==> config.mk <==
export PLATFORM = sky130hd
export DESIGN_NAME = rtlupmst
export DESIGN_NICKNAME = d
export VERILOG_FILES = /design/src/rtl/rtlupmst.sv
export SDC_FILE = /design/constraint.sdc
export NUM_CORES = 1
export LEC_CHECK = 0
export CAP_MARGIN = 20
export CORE_MARGIN = 5
export CORE_UTILIZATION = 55
export DETAILED_ROUTE_END_ITERATION = 8
export DONT_BUFFER_PORTS = 1
export PLACE_DENSITY = 0.71
export SETUP_SLACK_MARGIN = 0.2
export SLEW_MARGIN = 25
export SYNTH_ARGS = -nofsm -noshare
export SYNTH_HDL_FRONTEND = slang
export SYNTH_SLANG_ARGS = --single-unit
==> constraint.sdc <==
create_clock -name clk -period 4.48 [get_ports clk]
set_input_delay 0.672 -clock clk [delete_from_list [all_inputs] [get_ports clk]]
set_output_delay 0.672 -clock clk [all_outputs]
set_load 0.01 [all_outputs]
==> src/rtl/rtlupmst.sv <==
`default_nettype none
// ============================================================================
//  Module      : rtlupmst
//  Description : Host-side initiator for the upen/upws/uprs/upa/updi/updo/
//                uprdy slave bus. Runs one host transaction at a time: issues
//                a single-cycle strobe, holds the enable while waiting for
//                uprdy, returns read data and aborts hung accesses by timeout.
//  Revision    : 1.0 - initial release
// ============================================================================
module rtlupmst #(
    parameter int ADDRBIT = 5,
    parameter int WIDTH   = 32,
    parameter int TOBIT   = 8,
    parameter int TOVAL   = 255
) (
    input  logic               clk,
    input  logic               rst,
    // host side
    input  logic               hst_req,
    input  logic               hst_wr,
    input  logic [ADDRBIT-1:0] hst_addr,
    input  logic [WIDTH-1:0]   hst_wdat,
    output logic               hst_busy,
    output logic               hst_ack,
    output logic               hst_err,
    output logic [WIDTH-1:0]   hst_rdat,
    // slave side
    output logic               upen,
    output logic               upws,
    output logic               uprs,
    output logic [ADDRBIT-1:0] upa,
    output logic [WIDTH-1:0]   updi,
    input  logic [WIDTH-1:0]   updo,
    input  logic               uprdy
);

    localparam logic [1:0] c_ST_IDLE = 2'd0;
    localparam logic [1:0] c_ST_STRB = 2'd1;
    localparam logic [1:0] c_ST_WAIT = 2'd2;
    localparam logic [1:0] c_ST_DONE = 2'd3;

    // Counter value seen during the last permitted WAIT cycle (counter is 0
    // in the first WAIT cycle).
    localparam logic [TOBIT-1:0] c_CNT_LAST = TOBIT'(TOVAL - 1);
    localparam logic [TOBIT-1:0] c_CNT_ONE  = TOBIT'(1);

    logic [1:0]         r_state;
    logic               r_wr;
    logic [TOBIT-1:0]   r_cnt;

    logic [1:0]         w_state_nxt;
    logic               w_wr_nxt;
    logic [TOBIT-1:0]   w_cnt_nxt;
    logic               w_busy_nxt;
    logic               w_ack_nxt;
    logic               w_err_nxt;
    logic [WIDTH-1:0]   w_rdat_nxt;
    logic               w_upen_nxt;
    logic               w_upws_nxt;
    logic               w_uprs_nxt;
    logic [ADDRBIT-1:0] w_upa_nxt;
    logic [WIDTH-1:0]   w_updi_nxt;

    // Next-state and next-output decode; every output is computed one cycle
    // ahead so that the ports themselves come straight from flops.
    always_comb begin
        w_state_nxt = r_state;
        w_wr_nxt    = r_wr;
        w_cnt_nxt   = r_cnt;
        w_busy_nxt  = hst_busy;
        w_ack_nxt   = 1'b0;
        w_err_nxt   = hst_err;
        w_rdat_nxt  = hst_rdat;
        w_upen_nxt  = upen;
        w_upws_nxt  = 1'b0;
        w_uprs_nxt  = 1'b0;
        w_upa_nxt   = upa;
        w_updi_nxt  = updi;

        case (r_state)
            c_ST_IDLE: begin
                if (hst_req) begin
                    w_state_nxt = c_ST_STRB;
                    w_wr_nxt    = hst_wr;
                    w_upa_nxt   = hst_addr;
                    w_updi_nxt  = hst_wdat;
                    w_upen_nxt  = 1'b1;
                    w_upws_nxt  = hst_wr;
                    w_uprs_nxt  = ~hst_wr;
                    w_busy_nxt  = 1'b1;
                end
            end

            c_ST_STRB: begin
                // Strobe lasts exactly one cycle; the slave latches it.
                w_state_nxt = c_ST_WAIT;
                w_cnt_nxt   = '0;
                w_upen_nxt  = 1'b1;
                w_busy_nxt  = 1'b1;
            end

            c_ST_WAIT: begin
                w_busy_nxt = 1'b1;
                if (uprdy) begin
                    // Completion beats a simultaneous timeout.
                    w_state_nxt = c_ST_DONE;
                    w_upen_nxt  = 1'b0;
                    w_ack_nxt   = 1'b1;
                    w_err_nxt   = 1'b0;
                    if (!r_wr) begin
                        w_rdat_nxt = updo;
                    end
                end else if (r_cnt == c_CNT_LAST) begin
                    w_state_nxt = c_ST_DONE;
                    w_upen_nxt  = 1'b0;
                    w_ack_nxt   = 1'b1;
                    w_err_nxt   = 1'b1;
                    w_rdat_nxt  = '0;
                end else begin
                    w_cnt_nxt = r_cnt + c_CNT_ONE;
                end
            end

            c_ST_DONE: begin
                // Ack is visible during this cycle; return to idle.
                w_state_nxt = c_ST_IDLE;
                w_err_nxt   = 1'b0;
                w_busy_nxt  = 1'b0;
            end

            default: begin
                w_state_nxt = c_ST_IDLE;
                w_upen_nxt  = 1'b0;
                w_busy_nxt  = 1'b0;
            end
        endcase
    end

    // State, counter and registered outputs; reset aborts any transaction.
    always_ff @(posedge clk) begin
        if (rst) begin
            r_state  <= c_ST_IDLE;
            r_wr     <= 1'b0;
            r_cnt    <= '0;
            hst_busy <= 1'b0;
            hst_ack  <= 1'b0;
            hst_err  <= 1'b0;
            hst_rdat <= '0;
            upen     <= 1'b0;
            upws     <= 1'b0;
            uprs     <= 1'b0;
            upa      <= '0;
            updi     <= '0;
        end else begin
            r_state  <= w_state_nxt;
            r_wr     <= w_wr_nxt;
            r_cnt    <= w_cnt_nxt;
            hst_busy <= w_busy_nxt;
            hst_ack  <= w_ack_nxt;
            hst_err  <= w_err_nxt;
            hst_rdat <= w_rdat_nxt;
            upen     <= w_upen_nxt;
            upws     <= w_upws_nxt;
            uprs     <= w_uprs_nxt;
            upa      <= w_upa_nxt;
            updi     <= w_updi_nxt;
        end
    end

endmodule
`default_nettype wire

==> results of run 1 <==
## area by class of cell
class / count / area, µm²
fillers: 497 / 2190
flip-flops and latches: 86 / 1720
multi-input cells: 220 / 1260
clock buffers: 10 / 138
well taps: 72 / 90.1
clock inverters: 6 / 70.1
inverters: 5 / 18.8
repair buffers: 2 / 15.0
## logic make-up (layout without fill, tap and decap cells)
logic type / count (synthesis) / count (layout) / synth area share [%]
flip-flops: 86 / 86 / 55.5
AO/OA/AOI/OAI: 94 / 94 / 20.4
adder cells (fa/ha/maj): 7 / 7 / 2.82
AND/OR/NAND/NOR: 118 / 118 / 16.6
multiplexers: 1 / 1 / 0.322
buffers and inverters: 27 / 23 / 4.43
## stage by stage
stage / std cells / setup WS (ns)
finish: 401 / 2.59
global route: 401 / 2.43
CTS: 401 / 2.59
detailed placement: 385 / 2.62
global placement: 385 / 2.34
floorplan: 333 / 2.83
## synth_stat cells, drive strengths merged, types with 4 or more instances
library cell	count	share of area, %
dfxtp	86	55
nand2	82	9.9
a21oi	48	7.7
a22o	32	9.0
clkbuf	12	1.5
buf	10	2.4
nand3	9	1.5
ha	7	2.8
nor2	6	0.73
inv	5	0.60
nand2b	5	1.1
nor3	4	0.64
## power groups by stage
| stage | combinational, µW | sequential [µW] | clock (µW) |
|---|---|---|---|
| 3_5_place_dp | 390 | 1060 | 0 |
| 2_1_floorplan | 343 | 1030 | 0 |
| 5_1_grt | 449 | 1060 | 601 |
| 6_report | 387 | 1040 | 553 |
| 4_1_cts | 392 | 1040 | 566 |
| 3_3_place_gp | 373 | 1060 | 0 |
## layout by cell type (no fill, tap or decap), types with 2 or more instances in the layout
master	n
and3_1	2
o21ai_0	2
nand2b_1	4
a22o_1	32
clkbuf_8	10
nor2_1	5
clkinvlp_4	3
nand3_1	9
a31oi_1	2
nand2_1	82
nand4_1	3
or3_1	2
inv_1	5
dfxtp_1	86
a21oi_1	48
o31ai_1	2
nor3_1	4
buf_4	2
ha_1	7
## final timing paths
kind	startpoint	to	slack (ns)
hold / removal	rst	r_cnt[6]	0.39
setup reg to reg	r_cnt[0]	r_cnt[2]	2.59
hold reg to reg	r_wr	r_wr	0.47
setup / recovery	r_cnt[0]	r_cnt[2]	2.59
## worst max-delay path, cell delays in order (launching register included)
cell,delay [ns]
dfxtp_1,0.42
inv_1,0.07
ha_1,0.23
and3_1,0.22
a21oi_1,0.47
a21oi_1,0.14
a311oi_1,0.24
## per-layer routing
layer,part of all wire (%),track usage (%),up-vias
li1,-,-,1138
met1,40,23.1,1044
met2,45,29.0,122
met3,14,8.83,10
met4,1.6,7.77,0
met5,0,0,-
## flip-flops by register name, indices dropped and copies added, names as in the netlist, 2 cells and up
name	flops
updi	32
r_cnt	8
r_state	2
upa	5
hst_rdat	32
==> flow_metrics.py, run 1 <==
metrics = {
    "logic_synthesis": {
        "synthArstFlopShare_pct": 0,
        "synthFlopType": "dfxtp_1",
        "synth_area_per_cell_um2": 9.32,
        "ys_seq_elements": 86,
        "synth-edff-count": 0,
        "synth.net_count": 414,
        "ys_warn_count": 0,
        "synth-seq-area-share_pct": 55.5,
        "postSynthCellCount": 333,
        "ys_types": 35,
        "synth_area_um2": 3100,
    },
    "power": {
        "p_leak_uw": 0.00123,
        "p_int_uw": 1310,
        "p_sw_uw": 675,
        "peakVddDrop_uv": 295,
        "p_clk_share_pct": 27.9,
        "p_sw_share_pct": 34.0,
        "p_comb_share_pct": 19.5,
        "power_frac_seq_pct": 52.6,
        "total_power_uw": 1980,
        "p_per_area_nw_per_um2": 598,
    },
    "floorplanning": {
        "start_util_pct": 56.4,
        "fp.dieArea_um2": 7250,
        "ioPinCount": 149,
        "row_count": 27,
        "coreArea_um2": 5510,
        "die_w_um": 85.1,
        "fp.dieH_um": 85.1,
    },
    "setup_path": {
        "required_ns": 4.73,
        "critical_path_class": "reg -> reg",
        "cp-start-kind": "flip-flop",
        "critPathCaptureType": "flip-flop",
        "path_max_fanout": 7,
        "arrival_ns": 2.14,
        "r2r_cells": 6,
    },
    "route": {
        "num_vias": 2314,
        "ant_nets": 0,
        "drt_iter0_markers": 137,
        "dr.pass1.iters": 5,
        "wirelength_um": 7060,
        "wl_per_cell_um": 17.6,
        "drc": 0,
        "vias_per_cell": 5.77,
    },
    "sta": {
        "hold_violations": 0,
        "skew_ns": 0.0132,
        "fin_crit_ns": 1.89,
        "finalSetupViolCount": 0,
        "whs_ns": 0.390,
        "fin_tns_setup_ns": 0,
        "grt_setup_unrepaired": "false",
        "relSlewSlack_pct": 47.1,
        "slew_viol_final": 0,
        "timing.final.crit_share_pct": 42.2,
        "fmax_ghz": 0.530,
        "tightest_slew_ns": 0.791,
    },
    "global_route": {
        "grt_pass1_wl_um": 11200,
        "grt_max_degree": 54,
        "grt.overflow.total": 0,
        "grt_antenna_before_repair": 0,
        "grt_use_total_pct": 19.0,
        "grt_pass1_vias": 2299,
    },
    "layout": {
        "n_antenna_cell": 0,
        "final_util_pct": 60.2,
        "final_area_um2": 3310,
        "area_growth_pct": 6.73,
        "drive_above_1_share_pct": 6.99,
        "nets": 405,
    },
    "job": {
        "max_cap_violations": 0,
    },
    "cts": {
        "htreeDepth": 3,
        "cts_tree": "built",
        "cts_hold_buffers": 0,
        "insertion_delay_ns": 0.35,
        "cts-resized-gates": 0,
        "cts_buffers": 9,
        "root_buffer": "clkbuf_8",
        "cts_setup_buffers": 0,
        "clock_path_buffers": 2,
        "cts.sinks": 86,
        "path_clk_slew_ns": 0.09,
    },
    "run_status": {
        "status": "completed",
    },
    "placement": {
        "place_area_um2": 3110,
        "place_congestion": 0.770,
        "hpwlAfterDp_um": 4930,
        "port_buffers": 0,
    },
    "worst_hold_path": {
        "hold_class": "in -> reg",
        "hold_depth": 1,
    },
}
Note: power is estimated with default switching activity, not from simulation.
==> run 2: changes to the inputs <==
==> constraint.sdc (replaced) <==
create_clock -name clk -period 1.8 [get_ports clk]
set_input_delay 0.27 -clock clk [delete_from_list [all_inputs] [get_ports clk]]
set_output_delay 0.27 -clock clk [all_outputs]
set_load 0.01 [all_outputs]
==> flow_metrics.py, run 2 (same netlist as run 1, synthesis figures left out) <==
metrics = {
    "setup_path": {
        "regToRegSetupSlack_ns": 0.23,
        "cp_slowest_cell": "dfxtp_4",
        "crit_chain": "inv_4 -> ha_4 -> nand3_4 -> o311ai_4 -> o21ai_4 -> buf_12 -> a22o_1",
        "critical_path_class": "reg -> reg",
        "critPathBufInv": 2,
        "critPathTopFamily": "compound AO/OA/AOI/OAI gates",
        "arrival_ns": 1.80,
        "path_max_fanout": 8,
        "cp_slowest_stage_delay_ns": 0.36,
        "required_ns": 2.02,
        "cp-start-kind": "flip-flop",
        "critPathCaptureType": "flip-flop",
    },
    "placement": {
        "port_buffers": 0,
        "place_congestion": 0.775,
        "hpwlAfterDp_um": 5070,
    },
    "job": {
        "max_cap_violations": 0,
    },
    "cts": {
        "cts_buffers": 9,
        "root_buffer": "clkbuf_8",
        "insertion_delay_ns": 0.34,
        "htreeDepth": 3,
        "cts_tree": "built",
        "clock_path_buffers": 2,
        "path_clk_slew_ns": 0.08,
        "cts.sinks": 86,
    },
    "global_route": {
        "grt_use_total_pct": 20.7,
        "grt_pass1_vias": 2392,
        "grt_pass1_wl_um": 12200,
        "grt_antenna_before_repair": 0,
        "grt.overflow.total": 0,
        "grt_max_degree": 48,
    },
    "sta": {
        "fmax_ghz": 0.636,
        "fin_crit_ns": 1.57,
        "hold_violations": 0,
        "grt_setup_unrepaired": "true",
        "finalSetupViolCount": 0,
        "fin_tns_setup_ns": 0,
        "slew_viol_final": 0,
        "tightest_slew_ns": 0.421,
        "timing.final.crit_share_pct": 87.3,
        "skew_ns": 0.0130,
        "relSlewSlack_pct": 71.8,
    },
    "run_status": {
        "status": "completed",
    },
    "route": {
        "wl_per_cell_um": 18.8,
        "dr.pass1.iters": 6,
        "drc": 0,
        "routed.top_layer": "met4",
        "vias_per_cell": 5.82,
        "wl_met2_um": 3840,
        "ant_nets": 0,
        "wirelength_um": 7970,
        "routedLengthMet1_um": 3180,
        "num_vias": 2475,
        "wl_met3_um": 877,
        "drt_iter0_markers": 94,
    },
    "layout": {
        "nets": 429,
        "top_regs": "hst_rdat (32), updi (32), r_cnt (8)",
        "layout_commonest_cell": "nand2_1",
        "area_growth_pct": 18.0,
        "drive_above_1_share_pct": 17.8,
        "n_antenna_cell": 0,
        "final_cell_mix": "81 x nand2_1, 79 x dfxtp_1, 46 x a21oi_1",
    },
    "power": {
        "total_power_uw": 5170,
        "p_per_area_nw_per_um2": 1410,
        "peakVddDrop_uv": 1070,
        "p_leak_uw": 0.00138,
    },
    "floorplanning": {
        "die_w_um": 85.1,
        "fp.dieH_um": 85.1,
        "row_count": 27,
        "coreArea_um2": 5510,
        "fp.dieArea_um2": 7250,
        "ioPinCount": 149,
        "start_util_pct": 56.4,
    },
    "worst_hold_path": {
        "hold_class": "in -> reg",
    },
}
run 2: path summary, 6_finish.rpt:
check,to,depth (start not counted),from
worst max-delay path,hst_rdat[24],7,r_cnt[0]
worst min-delay path,r_cnt[0],1,rst
worst max register to register,hst_rdat[24],7,r_cnt[0]
worst min register to register,r_wr,2,r_wr
run 2: timing repair:
item	CTS	global route
pin swaps	3	7
resized for setup	18	15
hold buffers	3	0
endpoints found under the setup margin	34	52
setup buffers	5	3
gates cloned	2	1
endpoints found under the hold margin	47	0
run 2: area by class of cell:
| class | count | area (µm²) |
|---|---|---|
| Sequential cell | 86 | 1740 |
| Multi-Input combinational cell | 221 | 1350 |
| Fill cell | 443 | 1840 |
| Inverter | 5 | 21.3 |
| Tap cell | 72 | 90.1 |
| Clock inverter | 6 | 46.3 |
| Clock buffer | 10 | 128 |
| Timing Repair Buffer | 25 | 290 |
run 2: stage by stage:
step	utilization (%)	hold slack, ns	cell area (µm²)	worst slack [ns]	std cells
6_report	66.5	0.0291	3660	0.228	425
5_1_grt	66.5	0.0145	3660	0.182	425
4_1_cts	65.2	0.0107	3590	0.180	421
3_5_place_dp	58.2	0.351	3200	0.135	395
3_3_place_gp	58.1	0.348	3200	0.0102	395
2_1_floorplan	-	0.349	3110	0.213	333
run 2: per-layer routing:
layer	track usage, %	vias up
li1	-	1197
met2	33.5	124
met5	0	-
met3	8.35	8
met1	25.2	1146
met4	6.91	0
run 2: power breakdown:
group	switching (µW)	total, µW	leakage (µW)	internal (µW)
Combinational	776	1400	0.000596	624
Sequential	362	2590	0.000705	2230
Clock	671	1180	0.0000833	511
==> patch: new RTL, settings of run 2 <==
Change the parameter `TOBIT` from 8 to 10.
--- a/src/rtl/rtlupmst.sv
+++ b/src/rtl/rtlupmst.sv
@@ -10,7 +10,7 @@
 module rtlupmst #(
     parameter int ADDRBIT = 5,
     parameter int WIDTH   = 32,
-    parameter int TOBIT   = 8,
+    parameter int TOBIT   = 10,
     parameter int TOVAL   = 255
 ) (
     input  logic               clk,
Function: same outputs for any inputs over 10 cycles, from zero or initial values and one cycle with rst high; that may be too few to reach the edited logic, so the function may still have changed.
==> patch against run 2 <==
The run now ends with negative hold slack left; total power grew 4.6%; hold slack lost 60 ps; non-clock buffer count grew 4; synthesized area grew 5.2%; worst setup slack lost 73 ps; routed wire length grew 3.6%; die area grew 4.6%; final area grew 6.8%; sequential cell count grew 2; core utilization grew 0.34 points; first-iteration DRC count grew 78%; critical path type unchanged; critical endpoint is now r_cnt[9]$_SDFFE_PP0P_; highest routed layer unchanged.
==> patch: results (changes against run 2) <==
| Metric | Value |
|---|---|
| Status | `finished with violations (was finished, final reports clean)` |
| Failing checks | `negative hold slack` |
| Pre-CTS WS | `63.6 ps (was 135 ps)` |
| First-pass GRT wire length | `12100 µm (was 12200 µm)` |
| CTS Hold Bufs | `1 (was 3)` |
| Fillers | `462 (was 443)` |
| Gr usage total | `20.2% (was 20.7%)` |
| Initial DRC count | `167 (was 94)` |
| NetSw | `0.00196 W (was 0.00181 W)` |
| Worst-Margin Slew | `431 ps (was 421 ps)` |
| Wire per inst | `18.2 µm (was 18.8 µm)` |
| # nets final | `454 (was 429)` |
| Post-synthesis sequential area ratio | `53.9% (was 55.5%)` |
| Yosys cell types | `40 (was 35)` |
| Worst path slowest cell | `or4b_4 (was dfxtp_4)` |
| Final-report hold violation count | `9 (was 0)` |
| Pre-antenna DRT Iters | `4 (was 6)` |
| CTS resizes | `9 (was 18)` |
| Hold_ws | `-31.1 ps (was 29.1 ps)` |
| Share of layout cells above drive strength 1 | `21.2% (was 17.8%)` |
| Post-CTS Setup Bufs | `8 (was 5)` |
| Via count | `2592 (was 2475)` |
| Clock Skew | `11.3 ps (was 13.0 ps)` |
| Crit path largest cell delay | `480 ps (was 360 ps)` |
| Largest regs | `hst_rdat (32), updi (32), r_cnt (10) (was hst_rdat (32), updi (32), r_cnt (8))` |
| Leakage | `1.50 nW (was 1.38 nW)` |
| Vias in the first global route | `2421 (was 2392)` |
| CP Max Fanout | `6 (was 8)` |
| Worst vdd ir | `0.762 mV (was 1.07 mV)` |
| Most area-consuming cells after synthesis | `dfxtp_1 (54%), nand2_1 (9.9%), a22o_1 (8.6%) (was dfxtp_1 (55%), nand2_1 (9.9%), a22o_1 (9.0%))` |
| Largest net degree at the start of global routing | `56 (was 48)` |
| Crit path DAT | `1880 ps (was 1800 ps)` |
## patch: cell types whose count changed in the layout (fill, tap and decap cells not counted), moves of 4 or more
cell / before / now
buf_4: 15 / 20
nand2_1: 81 / 86
dfxtp_1: 79 / 83
inv_1: 3 / 8
nand3_1: 8 / 4
## patch: cell families (layout without fill, tap and decap cells)
group	count (synthesis)	after routing	share of synthesized area (%)
compound gates	103	103	21.8
fa+ha+maj	7	7	2.68
buf+inv	33	55	4.29
flops	88	88	53.9
simple gates	124	125	17.3
## patch: final timing paths
kind                           start                     to  slack [ps]  depth (start not counted)
min                              rst  r_cnt[0]$_SDFFE_PP0P_         -30                          1
max          r_state[0]$_SDFFE_PP0P_  r_cnt[9]$_SDFFE_PP0P_         150                          6
min reg2reg        r_wr$_SDFFE_PP0P_      r_wr$_SDFFE_PP0P_         450                          2
max reg2reg  r_state[0]$_SDFFE_PP0P_  r_cnt[9]$_SDFFE_PP0P_         150                          6
## patch: final cells by class
class                           count  area share [%]
Sequential cell                    88            45.3
Timing Repair Buffer               29            7.07
Inverter                           10           0.959
Tap cell                           75            2.40
Clock buffer                        9            3.17
Multi-Input combinational cell    235            39.2
Clock inverter                      7            1.92
## patch: stage by stage
stage / TNS [ps] / cells / area, µm² / power [W] / utilization (%)
final: 0 / 453 / 3910 / 0.00541 / 66.9
after global routing: 0 / 453 / 3910 / 0.00574 / 66.9
after CTS: 0 / 449 / 3770 / 0.00531 / 64.4
after detailed placement: 0 / 424 / 3450 / 0.00391 / 59.0
after global placement: -2460 / 424 / 3450 / 0.00387 / 58.9
after floorplan: 0 / 355 / 3280 / 0.00351 / -
## patch: routing by layer
layer  routed length (µm)  GRT usage (%)  up-vias
met3                  984           8.14        7
li1                     -              -     1279
met4                   62           7.22        0
met1                 3230           26.5     1182
met2                 3990           30.0      124
met5                    0              0        -
